===== src/rtl/zb_chip_spreader_pkg.sv =====
// zb_chip_pkg: shared constants, types and the chip-table rule for the
// 802.15.4 O-QPSK direct-sequence spreader.
//   CHIPS_PER_SYM  : chips emitted per 4-bit symbol
//   SYM0_CHIPS     : PN sequence of symbol 0, bit i = chip ci
//   spread_state_t : spreader control state
//   chip_seq()     : 4-bit symbol -> 32-bit chip vector (bit i = chip ci)
package zb_chip_pkg;

    localparam int CHIPS_PER_SYM = 32;

    // c0..c31 = 11011001110000110101001000101110, stored with c0 in bit 0.
    localparam logic [31:0] SYM0_CHIPS = 32'h744A_C39B;

    typedef enum logic {
        IDLE   = 1'b0,
        SPREAD = 1'b1
    } spread_state_t;

    // Symbols 0..7 are symbol 0 rotated towards later chips by 4 per step;
    // symbols 8..15 reuse those with every odd-indexed chip inverted.
    function automatic logic [31:0] chip_seq(input logic [3:0] sym);
        logic [31:0] rot;
        logic [4:0]  shift;
        logic [4:0]  src;
        shift = {sym[2:0], 2'b00};
        for (int i = 0; i < CHIPS_PER_SYM; i++) begin
            // 5-bit subtraction wraps, giving the modulo-32 source index.
            src    = 5'(i) - shift;
            rot[i] = SYM0_CHIPS[src];
        end
        if (sym[3]) begin
            rot = rot ^ 32'hAAAA_AAAA;
        end
        return rot;
    endfunction

endpackage


===== src/rtl/zb_chip_spreader_if.sv =====
// zb_chip_spreader_if: symbol input handshake plus serial chip output.
//   master : upstream/bench side (drives symbol, valid and chip strobe)
//   slave  : spreader side
//   inSymbol[3:0], inValid, outReady : symbol transfer on inValid && outReady
//   inChipEn                         : chip-rate strobe
//   outChip, outChipValid            : registered chip stream
//   outSymStart                      : pulse on chip c0 of each symbol
//   outBusy                          : spreading or a symbol is held
interface zb_chip_spreader_if;
    logic [3:0] inSymbol;
    logic       inValid;
    logic       outReady;
    logic       inChipEn;
    logic       outChip;
    logic       outChipValid;
    logic       outSymStart;
    logic       outBusy;

    modport master (
        output inSymbol, inValid, inChipEn,
        input  outReady, outChip, outChipValid, outSymStart, outBusy
    );

    modport slave (
        input  inSymbol, inValid, inChipEn,
        output outReady, outChip, outChipValid, outSymStart, outBusy
    );
endinterface


===== src/rtl/zb_chip_spreader_rom.sv =====
// zb_chip_rom: combinational chip table.
//   inSymbol[3:0]  : symbol to look up
//   outChips[31:0] : its 32-chip PN sequence, bit i = chip ci
module zb_chip_rom
    import zb_chip_pkg::*;
(
    input  logic [3:0]  inSymbol,
    output logic [31:0] outChips
);
    assign outChips = chip_seq(inSymbol);
endmodule


===== src/rtl/zb_chip_spreader.sv =====
// zb_chip_spreader: maps each 4-bit symbol to its 32-chip sequence and emits
// the chips serially, one per inChipEn strobe. A one-entry holding register
// lets the next symbol be accepted while the current one is spreading, so
// consecutive symbols follow without a gap.
//   inClock : clock, rising edge
//   inReset : synchronous active-high reset
//   bus     : zb_chip_spreader_if.slave (see interface file)
module zb_chip_spreader
    import zb_chip_pkg::*;
(
    input  logic                  inClock,
    input  logic                  inReset,
    zb_chip_spreader_if.slave     bus
);
    localparam logic [4:0] LAST_IDX = 5'(CHIPS_PER_SYM - 1);

    spread_state_t stateReg, stateNext;

    logic [3:0]  holdSymReg,   holdSymNext;
    logic        holdValidReg, holdValidNext;
    logic [3:0]  actSymReg,    actSymNext;
    logic [4:0]  chipIdxReg,   chipIdxNext;
    logic        chipReg,      chipNext;
    logic        chipValidReg, chipValidNext;
    logic        symStartReg,  symStartNext;

    logic        accept;
    logic        reloadSel;
    logic        reload;
    logic [3:0]  romSym;
    logic [31:0] romChips;

    // A held symbol is due to become active when nothing is spreading or the
    // last chip of the current one is on the output. The single ROM looks at
    // the held symbol in that case so c0 is available on the reload edge.
    assign accept    = bus.inValid && !holdValidReg && !inReset;
    assign reloadSel = holdValidReg && ((stateReg == IDLE) || (chipIdxReg == LAST_IDX));
    assign reload    = reloadSel && bus.inChipEn;
    assign romSym    = reloadSel ? holdSymReg : actSymReg;

    zb_chip_rom romInst (
        .inSymbol (romSym),
        .outChips (romChips)
    );

    // State register
    always_ff @(posedge inClock) begin
        if (inReset) begin
            stateReg <= IDLE;
        end else begin
            stateReg <= stateNext;
        end
    end

    // Next-state logic
    always_comb begin
        stateNext = stateReg;
        if (reload) begin
            stateNext = SPREAD;
        end else if (stateReg == SPREAD && bus.inChipEn && chipIdxReg == LAST_IDX) begin
            stateNext = IDLE;
        end
    end

    // Output logic
    always_comb begin
        bus.outReady     = !holdValidReg && !inReset;
        bus.outBusy      = (stateReg == SPREAD) || holdValidReg;
        bus.outChip      = chipReg;
        bus.outChipValid = chipValidReg;
        bus.outSymStart  = symStartReg;
    end

    // Datapath registers
    always_ff @(posedge inClock) begin
        if (inReset) begin
            holdSymReg   <= '0;
            holdValidReg <= 1'b0;
            actSymReg    <= '0;
            chipIdxReg   <= '0;
            chipReg      <= 1'b0;
            chipValidReg <= 1'b0;
            symStartReg  <= 1'b0;
        end else begin
            holdSymReg   <= holdSymNext;
            holdValidReg <= holdValidNext;
            actSymReg    <= actSymNext;
            chipIdxReg   <= chipIdxNext;
            chipReg      <= chipNext;
            chipValidReg <= chipValidNext;
            symStartReg  <= symStartNext;
        end
    end

    // Datapath next values. accept needs an empty holding register and
    // reload needs a full one, so they never fire on the same edge.
    always_comb begin
        holdSymNext   = holdSymReg;
        holdValidNext = holdValidReg;
        actSymNext    = actSymReg;
        chipIdxNext   = chipIdxReg;
        chipNext      = chipReg;
        chipValidNext = chipValidReg;
        symStartNext  = 1'b0;

        if (accept) begin
            holdSymNext   = bus.inSymbol;
            holdValidNext = 1'b1;
        end

        if (reload) begin
            actSymNext    = holdSymReg;
            holdValidNext = 1'b0;
            chipIdxNext   = '0;
            chipNext      = romChips[0];
            chipValidNext = 1'b1;
            symStartNext  = 1'b1;
        end else if (stateReg == SPREAD && bus.inChipEn) begin
            if (chipIdxReg != LAST_IDX) begin
                chipIdxNext = chipIdxReg + 5'd1;
                chipNext    = romChips[chipIdxReg + 5'd1];
            end else begin
                chipNext      = 1'b0;
                chipValidNext = 1'b0;
            end
        end
    end

endmodule


===== src/flat_wrapper.sv =====
// flat-port wrapper written by rule: the top's interface ports become plain ports
module zb_chip_spreader_flat import zb_chip_pkg::*;
  (inClock, inReset, bus_inSymbol, bus_inValid, bus_inChipEn, bus_outReady, bus_outChip, bus_outChipValid, bus_outSymStart, bus_outBusy);
  zb_chip_spreader_if bus_i ();
  input  logic inClock;
  input  logic inReset;
  input wire logic [$bits(bus_i.inSymbol)-1:0] bus_inSymbol;
  input wire logic [$bits(bus_i.inValid)-1:0] bus_inValid;
  input wire logic [$bits(bus_i.inChipEn)-1:0] bus_inChipEn;
  output wire logic [$bits(bus_i.outReady)-1:0] bus_outReady;
  output wire logic [$bits(bus_i.outChip)-1:0] bus_outChip;
  output wire logic [$bits(bus_i.outChipValid)-1:0] bus_outChipValid;
  output wire logic [$bits(bus_i.outSymStart)-1:0] bus_outSymStart;
  output wire logic [$bits(bus_i.outBusy)-1:0] bus_outBusy;
  assign bus_i.inSymbol = bus_inSymbol;
  assign bus_i.inValid = bus_inValid;
  assign bus_i.inChipEn = bus_inChipEn;
  assign bus_outReady = bus_i.outReady;
  assign bus_outChip = bus_i.outChip;
  assign bus_outChipValid = bus_i.outChipValid;
  assign bus_outSymStart = bus_i.outSymStart;
  assign bus_outBusy = bus_i.outBusy;
  zb_chip_spreader u_core (.inClock(inClock), .inReset(inReset), .bus(bus_i));
endmodule

===== config.mk =====
export PLATFORM = sky130hd
export DESIGN_NAME = zb_chip_spreader_flat
export DESIGN_NICKNAME = d
export VERILOG_FILES = /design/src/rtl/zb_chip_spreader_pkg.sv /design/src/rtl/zb_chip_spreader_if.sv /design/src/rtl/zb_chip_spreader_rom.sv /design/src/rtl/zb_chip_spreader.sv /design/src/flat_wrapper.sv
export SDC_FILE = /design/constraint.sdc
export NUM_CORES = 1
export LEC_CHECK = 0
export CAP_MARGIN = 20
export CORE_MARGIN = 2
export CORE_UTILIZATION = 50
export DETAILED_ROUTE_END_ITERATION = 8
export GPL_ROUTABILITY_DRIVEN = 0
export PLACE_DENSITY = 0.69
export SYNTH_ARGS = -nofsm -noshare
export SYNTH_HDL_FRONTEND = slang
export SYNTH_SLANG_ARGS = --single-unit

===== constraint.sdc =====
create_clock -name inClock -period 5.6 [get_ports inClock]
set_input_delay 1.12 -clock inClock [delete_from_list [all_inputs] [get_ports inClock]]
set_output_delay 1.12 -clock inClock [all_outputs]
set_load 0.1 [all_outputs]

==> impl_metrics.toml, run 1 <==
[yosys]
synth.most_common_cell = "nor2_1"
synth_area_um2 = 2260
syn_inst = 309
synth.distinct_cells = 65
syn_area_per_cell_um2 = 7.30
ys_ff_latch = 18
ys_top_cells_by_area = "dfxtp_1 (16%), xnor2_1 (5.0%), mux2i_1 (4.9%)"
yosys.area.top_type_share_pct = 16.0
seq_area_frac_synth_pct = 16.0
syn-num-nets = 325
async_reset_ff_share_pct = 0
yosys-top-cells-count = "nor2_1 (29), nand2_1 (22), dfxtp_1 (18), a21oi_1 (15)"
synth_edf_count = 0
yosysTopAreaCell = "dfxtp_1"
synth_ff_type = "dfxtp_1"
yosysWarnings = 0

[worst_setup_path]
reg2reg_to = "u_core.bus.outChip"
r2r_start = "u_core.chipIdxReg[0]"
crit_required_ns = 5.77
r2r_setup_slack_ns = 1.12
crit_start = "u_core.chipIdxReg[0]"
path_class = "flip-flop to flip-flop"
crit_path_end = "u_core.bus.outChip"
r2r_cells = 17
cp-end-kind = "flip-flop"
crit_path_max_fanout = 21
worstPathArrival_ns = 4.65
critPathLaunchType = "flip-flop"

[layout]
fin_util_pct = 54.9
fin_nets = 318
area_growth_pct = 5.88
n_antenna_cell = 0
drive_gt1_share_pct = 6.31

[placed_design]
portBuffers = 12
hpwl_mm = 4.37

[run_status]
status = "finished clean"

[routing]
drtIter0Drc = 244
drtPass1Iterations = 4
avgViaCountPerCell = 6.51
drt-wirelength-per-cell_um = 17.2
dr_total_vias = 2299
drtAntennaViolNets = 0
drt-total-wl_mm = 6.07
drc = 0

[clock_tree]
post_cts.repair.setup_buffers = 0
postCtsHoldBufs = 0
clk-insertion-delay-late_ns = 0.25
root_buffer = "clkbuf_8"
clockBufferDepth = 2
ctsResizeCount = 0
cts_tree = "yes"
numCtsBuffers = 3
clk_pin_slew_worst_paths_ns = 0.07
htree_levels = 1
clkSinkCount = 18

[sta]
max_freq_ghz = 0.223
rsz0062_at_grt = "false"
hold_violations = 0
slew_viol_final = 0
worstMarginPinSlew_ns = 0.971
max_slew_margin_pct = 35.1
fin_crit_sh_pct = 80.1
finalSetupViolations = 0
tns_ns = 0
fin_crit_ns = 4.48
skew_ns = 0.00195

[grt]
grt_use_total_pct = 25.7
first_global_vias = 2104
grt-ovfl-total = 0
grt_max_degree = 27
antenna_found_initial = 0
grt_pass1_wl_mm = 10.5

[die]
fp.dieArea_um2 = 5070
row_count = 24
start_util_pct = 51.8
ioPinCount = 13
die_y_um = 71.2
coreArea_um2 = 4350
die_w_um = 71.2

[power]
power_uw = 407
powerDensity_nw_per_um2 = 171
power.leakage_nw = 0.951
ir_drop_v = 0.000181

[flow_run]
drv_cap = 0

[min_path]
hp-class = "flip-flop to flip-flop"
holdCritStartpoint = "u_core.chipIdxReg[4]"
how the worst min path moves through the flow:
| stage | to | slack (ns) | depth (start not counted) |
|---|---|---|---|
| 3_3_place_gp | u_core.chipIdxReg[4] | 0.45 | 2 |
| 2_1_floorplan | u_core.chipIdxReg[4] | 0.44 | 2 |
| 5_1_grt | u_core.chipIdxReg[4] | 0.50 | 2 |
| 3_5_place_dp | u_core.chipIdxReg[4] | 0.46 | 2 |
| 4_1_cts | u_core.chipIdxReg[4] | 0.47 | 2 |
| 6_report | u_core.chipIdxReg[4] | 0.47 | 2 |
worst max-delay path, stage by stage, from the launching register on:
cell	delay (ns)
dfxtp_1	0.31
ha_1	0.25
and3_1	0.20
ha_1	0.21
nand2b_2	0.19
buf_4	0.21
and3_1	0.21
a21oi_1	0.39
inv_1	0.16
ha_1	0.36
xnor2_1	0.31
nor2_1	0.06
a2111oi_0	0.45
a311oi_1	0.14
xnor2_1	0.19
a211oi_1	0.09
o311a_1	0.39
o41ai_2	0.25
area by class of cell:
type	instances	area [um^2]
clock buffer	4	55.1
fill	429	1970
inverter	11	41.3
multi-input combinational	252	1720
sequential	18	360
tap	52	65.1
timing repair buffer	16	150
power breakdown:
group	leakage [nW]	switching [mW]	internal, mW	total (mW)
clock network	0.0288	0.0428	0.0625	0.105
logic	0.775	0.0984	0.0587	0.157
registers	0.147	0.0117	0.133	0.145
total	0.951	0.153	0.254	0.407
logic make-up after synthesis:
group / after synthesis / share of synthesized area, %
DFF: 18 / 16.0
muxes: 12 / 5.38
AOI/OAI and AO/OA: 92 / 30.6
and+or+nand+nor: 122 / 28.3
adders and majority gates: 8 / 4.44
xor gates and xnor gates: 18 / 7.32
buffers and inverters: 39 / 7.93
stage by stage:
stage	std cells	hold slack, ns	area, um^2	setup slack (ns)
after detailed placement	349	0.463	2330	1.15
after CTS	353	0.474	2390	1.14
after global placement	349	0.451	2330	1.31
after global routing	353	0.498	2390	0.545
after floorplan	309	0.441	2260	1.65
final	353	0.468	2390	1.12
per-layer routing:
metal	up-vias	GRT usage (%)	wire, um
met5	-	0	0
met1	1065	37.2	2830
met4	0	11.5	192
met3	19	2.56	396
li1	1130	-	-
met2	85	38.5	2650
state kept, by name, indices dropped and copies added, names as in the netlist:
signal                   cells
u_core.bus.outChipValid      1
u_core.actSymReg             4
u_core.bus.outChip           1
u_core.holdValidReg          1
u_core.chipIdxReg            5
u_core.holdSymReg            4
u_core.bus.outSymStart       1
u_core.stateReg              1
cell usage in the layout, fill, tap and decap left out, types with 4 or more instances in the layout:
cell type        synthesis  routed
ha_1                     8       8
o211a_1                  4       4
nor2_1                  29      29
o211ai_1                 8       8
a31oi_1                  5       5
nand2_1                 22      22
nand2b_1                11      11
nand3_1                 14      14
buf_4                    0       4
mux2i_1                 11      11
xnor2_1                 13      13
clkdlybuf4s50_1          0      12
nor3_1                   6       6
dfxtp_1                 18      18
clkbuf_8                 0       4
nor2b_1                  9       9
a221oi_1                 4       4
a211oi_1                 9       9
inv_1                   11      11
and3_1                   4       4
xor2_1                   4       4
a21oi_1                 15      15
nand4_1                  6       6
o21ai_0                 11      11
(Power assumes the default switching activity.)
==> inputs of run 2 (changes only) <==
--- a/config.mk
+++ b/config.mk
@@ -10,7 +10,7 @@
 export CORE_UTILIZATION = 50
 export DETAILED_ROUTE_END_ITERATION = 8
 export GPL_ROUTABILITY_DRIVEN = 0
-export PLACE_DENSITY = 0.69
+export PLACE_DENSITY = 0.71
 export SYNTH_ARGS = -nofsm -noshare
 export SYNTH_HDL_FRONTEND = slang
 export SYNTH_SLANG_ARGS = --single-unit
==> constraint.sdc (replaced) <==
create_clock -name inClock -period 3.9 [get_ports inClock]
set_input_delay 0.78 -clock inClock [delete_from_list [all_inputs] [get_ports inClock]]
set_output_delay 0.78 -clock inClock [all_outputs]
set_load 0.1 [all_outputs]
==> run 2 against run 1 <==
Routed wire length rose by 5.9%. Critical path depth down 1. Highest routed layer unchanged. Die area unchanged. Clock skew up 0.0022 ns. Global-route usage shrank 0.54 points. Clock-buffer cell count did not move. Register-to-register slack lost 0.90 ns.
==> impl_metrics.toml, run 2 (synthesized netlist as in run 1, its figures left out) <==
[run_status]
status = "finished clean"

[routing]
drt-wirelength-per-cell_um = 17.7
dr_total_vias = 2389
drt-total-wl_mm = 6.43
drc = 0
drtIter0Drc = 254
drtPass1Iterations = 4
avgViaCountPerCell = 6.56
drtAntennaViolNets = 0

[flow_run]
drv_cap = 0

[worst_setup_path]
cp_slowest_cell = "a2111oi_1"
r2r_cells = 16
cp-end-kind = "flip-flop"
path_buf_inv = 1
critPathMaxStageDelay_ns = 0.40
cp_num_cells = 16
worstPathCellList = "ha_1 -> and3_1 -> ha_1 -> nand2b_2 -> and3_1 -> a21oi_2 -> inv_1 -> ha_4 -> xnor2_4 -> nor2_1 -> a2111oi_1 -> a311oi_1 -> xnor2_1 -> a211oi_1 -> o311a_1 -> o41ai_2"
critPathLaunchType = "flip-flop"
crit_family = "compound AO/OA/AOI/OAI gates"
worstPathArrival_ns = 3.85
crit_required_ns = 4.07
path_class = "flip-flop to flip-flop"
crit_path_max_fanout = 8

[layout]
final_cell_mix = "nor2_1 (29), nand2_1 (22), dfxtp_1 (18)"
area_growth_pct = 11.1
multiInputGateArea_um2 = 1760
final_area_um2 = 2510
drive_gt1_share_pct = 11.5
top_register = "u_core.chipIdxReg"
n_antenna_cell = 0
largestRegisters = "u_core.chipIdxReg (5), u_core.actSymReg (4), u_core.holdSymReg (4)"
final_common_cell = "nor2_1"
largest_reg_flops = 5
fin_nets = 329
stdcell_count = 364
regArea_um2 = 360
fill_cells = 422
fin_util_pct = 57.6

[grt]
grt_max_degree = 25
grt_pass1_wl_mm = 10.4
antenna_found_initial = 0
grt-ovfl-total = 0
first_global_vias = 2073
grt_use_total_pct = 25.2

[power]
power.leakage_nw = 1.01
powerDensity_nw_per_um2 = 240
ir_drop_v = 0.000288

[placed_design]
hpwl_mm = 4.67
place_ws_ns = 0.0816
dpl.cell_count = 360
portBuffers = 12
postPlaceCellArea_um2 = 2420

[clock_tree]
cts_tree = "yes"
clk_pin_slew_worst_paths_ns = 0.07
root_buffer = "clkbuf_8"
clkSinkCount = 18
post_cts.repair.setup_buffers = 0
clockBufferDepth = 2
numCtsBuffers = 3
htree_levels = 1
clk-insertion-delay-late_ns = 0.26

[sta]
hold_violations = 0
finalSetupViolations = 0
rsz0062_at_grt = "false"
skew_ns = 0.00414
fin_crit_ns = 3.68
max_slew_margin_pct = 35.0
worstMarginPinSlew_ns = 0.972
max_freq_ghz = 0.272
slew_viol_final = 0
fin_crit_sh_pct = 94.4
tns_ns = 0
final.setup.worst_slack_ns = 0.220

[min_path]
hp-class = "flip-flop to flip-flop"
whs_path_depth = 2

[die]
fp.dieArea_um2 = 5070
row_count = 24
die_y_um = 71.2
die_w_um = 71.2
start_util_pct = 51.8
ioPinCount = 13
coreArea_um2 = 4350
==> run 2: changes by cell type in the layout (fill, tap and decap cells not counted), sizes merged <==
cell	delta
clkdlybuf4s50	-2
buf	+13
==> run 2: worst paths after layout <==
check / from / endpoint / slack [ns]
max: u_core.chipIdxReg[1] / u_core.bus.outChip / 0.22
min: u_core.chipIdxReg[4] / u_core.chipIdxReg[4] / 0.46
min reg2reg: u_core.chipIdxReg[4] / u_core.chipIdxReg[4] / 0.46
max reg2reg: u_core.chipIdxReg[1] / u_core.bus.outChip / 0.22
==> run 2: area by class of cell <==
cell class | count | share of cell area [%]
Timing Repair Buffer | 27 | 9.08
Clock buffer | 4 | 2.20
Multi-Input combinational cell | 252 | 70.1
Sequential cell | 18 | 14.4
Tap cell | 52 | 2.59
Inverter | 11 | 1.65
==> run 2: report_power, final <==
| group | switching, mW | total [mW] | leakage, nW | internal (mW) |
|---|---|---|---|---|
| Combinational | 0.150 | 0.242 | 0.835 | 0.0925 |
| Sequential | 0.0128 | 0.204 | 0.147 | 0.191 |
| Clock | 0.0648 | 0.155 | 0.0288 | 0.0898 |
==> run 2: through the flow <==
| step | power [mW] | hold slack [ns] |
|---|---|---|
| after floorplan | 0.386 | 0.441 |
| after global placement | 0.443 | 0.455 |
| after detailed placement | 0.443 | 0.456 |
| after CTS | 0.598 | 0.467 |
| after global routing | 0.633 | 0.490 |
| final | 0.601 | 0.462 |
==> run 2: layer usage <==
layer / wire length, um / vias to the layer above / share of wire, % / global-route usage (%)
li1: - / 1150 / - / -
met1: 2840 / 1110 / 44 / 36.1
met2: 2850 / 117 / 44 / 38.9
met3: 609 / 12 / 9.5 / 4.56
met4: 125 / 0 / 1.9 / 6.50
met5: 0 / - / 0 / 0
==> run 2: timing repair <==
action                                  4_1_cts  5_1_grt
endpoints found under the setup margin        0        1
gates resized for setup                       0        6
hold buffers                                  0        0
==> run 2: worst min-delay path, delay by kind of cell, from the launching register on <==
family	cells	cell delay, ns
DFF	1	0.32
and+or+nand+nor	1	0.05
AOI/OAI and AO/OA	1	0.05
==> inputs of run 3 (changes only) <==
--- a/config.mk
+++ b/config.mk
@@ -10,7 +10,8 @@
 export CORE_UTILIZATION = 50
 export DETAILED_ROUTE_END_ITERATION = 8
 export GPL_ROUTABILITY_DRIVEN = 0
-export PLACE_DENSITY = 0.71
+export PLACE_DENSITY = 0.77
 export SYNTH_ARGS = -nofsm -noshare
 export SYNTH_HDL_FRONTEND = slang
 export SYNTH_SLANG_ARGS = --single-unit
+export TNS_END_PERCENT = 50
==> run 3 against run 2 <==
Register-to-register slack is essentially flat. Critical path depth is the same. Power grew 0.23%. Core utilization grew 0.086 points.
==> impl_metrics.toml, run 3 (synthesized netlist as in run 1, its figures left out) <==
[layout]
final_common_cell = "nor2_1"
largest_reg_flops = 5
top_register = "u_core.chipIdxReg"
drive_gt1_share_pct = 11.6
multiInputGateArea_um2 = 1780
final_cell_mix = "nor2_1 (29), nand2_1 (22), dfxtp_1 (18)"
largestRegisters = "u_core.chipIdxReg (5), u_core.actSymReg (4), u_core.holdSymReg (4)"
fin_nets = 327
fill_cells = 376
area_growth_pct = 11.3
n_antenna_cell = 0
stdcell_count = 362
regArea_um2 = 360

[sta]
fin_crit_sh_pct = 94.1
tns_ns = 0
max_slew_margin_pct = 33.4
worstMarginPinSlew_ns = 0.995
fin_crit_ns = 3.67
max_freq_ghz = 0.273
skew_ns = 0.00324
hold_violations = 0
final.setup.worst_slack_ns = 0.232
finalSetupViolations = 0
rsz0062_at_grt = "false"
slew_viol_final = 0

[worst_setup_path]
cp-end-kind = "flip-flop"
path_buf_inv = 1
crit_family = "compound AO/OA/AOI/OAI gates"
path_class = "flip-flop to flip-flop"
critPathLaunchType = "flip-flop"
crit_path_max_fanout = 8
critPathMaxStageDelay_ns = 0.40
worstPathArrival_ns = 3.83
crit_top_cell = "and3_1"
crit_required_ns = 4.06
worstPathCellList = "ha_2 -> and3_1 -> ha_1 -> nand2b_2 -> and3_1 -> a21oi_2 -> inv_1 -> ha_4 -> xnor2_4 -> nor2_1 -> a2111oi_1 -> a311oi_1 -> xnor2_1 -> a211oi_1 -> o311a_1 -> o41ai_2"
cp_slowest_cell = "o311a_1"

[clock_tree]
root_buffer = "clkbuf_8"
cts_tree = "yes"
ctsResizeCount = 0
postCtsHoldBufs = 0
clkSinkCount = 18
clk-insertion-delay-late_ns = 0.26
clockBufferDepth = 2
numCtsBuffers = 3
htree_levels = 1
clk_pin_slew_worst_paths_ns = 0.07
post_cts.repair.setup_buffers = 0

[die]
coreArea_um2 = 4350
row_count = 24
ioPinCount = 13
start_util_pct = 51.8
die_y_um = 71.2
die_w_um = 71.2
fp.dieArea_um2 = 5070

[routing]
drtIter0Drc = 323
drt-wirelength-per-cell_um = 18.4
drt-total-wl_mm = 6.68
wl_met3_um = 608
highest_layer = "met4"
drtPass1Iterations = 5
drc = 0
dr_total_vias = 2475
drtAntennaViolNets = 0
avgViaCountPerCell = 6.84
wl_met2_mm = 3.04
m1WireLength_mm = 2.76

[placed_design]
dpl.cell_count = 358
portBuffers = 12
place_ws_ns = 0.0424
hpwl_mm = 4.61

[power]
ir_drop_v = 0.000263
power.leakage_nw = 1.00
power_uw = 602
powerDensity_nw_per_um2 = 240

[grt]
grt_max_degree = 24
antenna_found_initial = 0
first_global_vias = 2248
grt_pass1_wl_mm = 11.1
grt-ovfl-total = 0
grt_use_total_pct = 26.9

[min_path]
hp-class = "flip-flop to flip-flop"

[flow_run]
drv_cap = 0

[run_status]
status = "finished clean"
[run 3: cell types whose count changed in the layout (fill, tap and decap cells not counted)]
cell / delta
a2111oi_1: -1
a2111oi_2: +1
buf_4: -2
ha_1: -1
ha_2: +1
xnor2_2: -1
xnor2_4: +1
[run 3: path summary, 6_finish.rpt]
kind | start | end | slack (ns) | depth (start not counted)
max | u_core.chipIdxReg[1] | u_core.bus.outChip | 0.23 | 16
min | u_core.chipIdxReg[4] | u_core.chipIdxReg[4] | 0.48 | 2
max reg2reg | u_core.chipIdxReg[1] | u_core.bus.outChip | 0.23 | 16
min reg2reg | u_core.chipIdxReg[4] | u_core.chipIdxReg[4] | 0.48 | 2
[run 3: metal layers]
metal / vias to the layer above / global-route usage, %
met1: 1133 / 37.1
li1: 1146 / -
met2: 161 / 42.4
met5: - / 0
met4: 0 / 8.18
met3: 35 / 4.99
[run 3: stage by stage]
step           hold WS [ns]  instance area (um^2)  utilization (%)
6_report              0.478                  2510             57.7
3_5_place_dp          0.462                  2400             55.2
4_1_cts               0.478                  2460             56.5
5_1_grt               0.523                  2510             57.7
2_1_floorplan         0.441                  2260                -
3_3_place_gp          0.454                  2400             55.2
[run 3: tightest hold or removal path, stage by stage (launching register included)]
cell,delay [ns]
dfxtp_1,0.32
nand2_1,0.06
a21oi_1,0.06
[run 3: layout make-up]
| class | count | share of cell area, % |
|---|---|---|
| tap | 52 | 2.59 |
| timing repair buffer | 25 | 8.47 |
| multi-input combinational | 252 | 70.8 |
| inverter | 11 | 1.64 |
| clock buffer | 4 | 2.19 |
| sequential | 18 | 14.3 |
[run 3: report_power, final]
group | total, mW | leakage [nW] | switching, mW | internal (mW)
clock network | 0.152 | 0.0288 | 0.0627 | 0.0897
registers | 0.206 | 0.147 | 0.0148 | 0.191
logic | 0.244 | 0.826 | 0.150 | 0.0932
total | 0.602 | 1.00 | 0.228 | 0.374
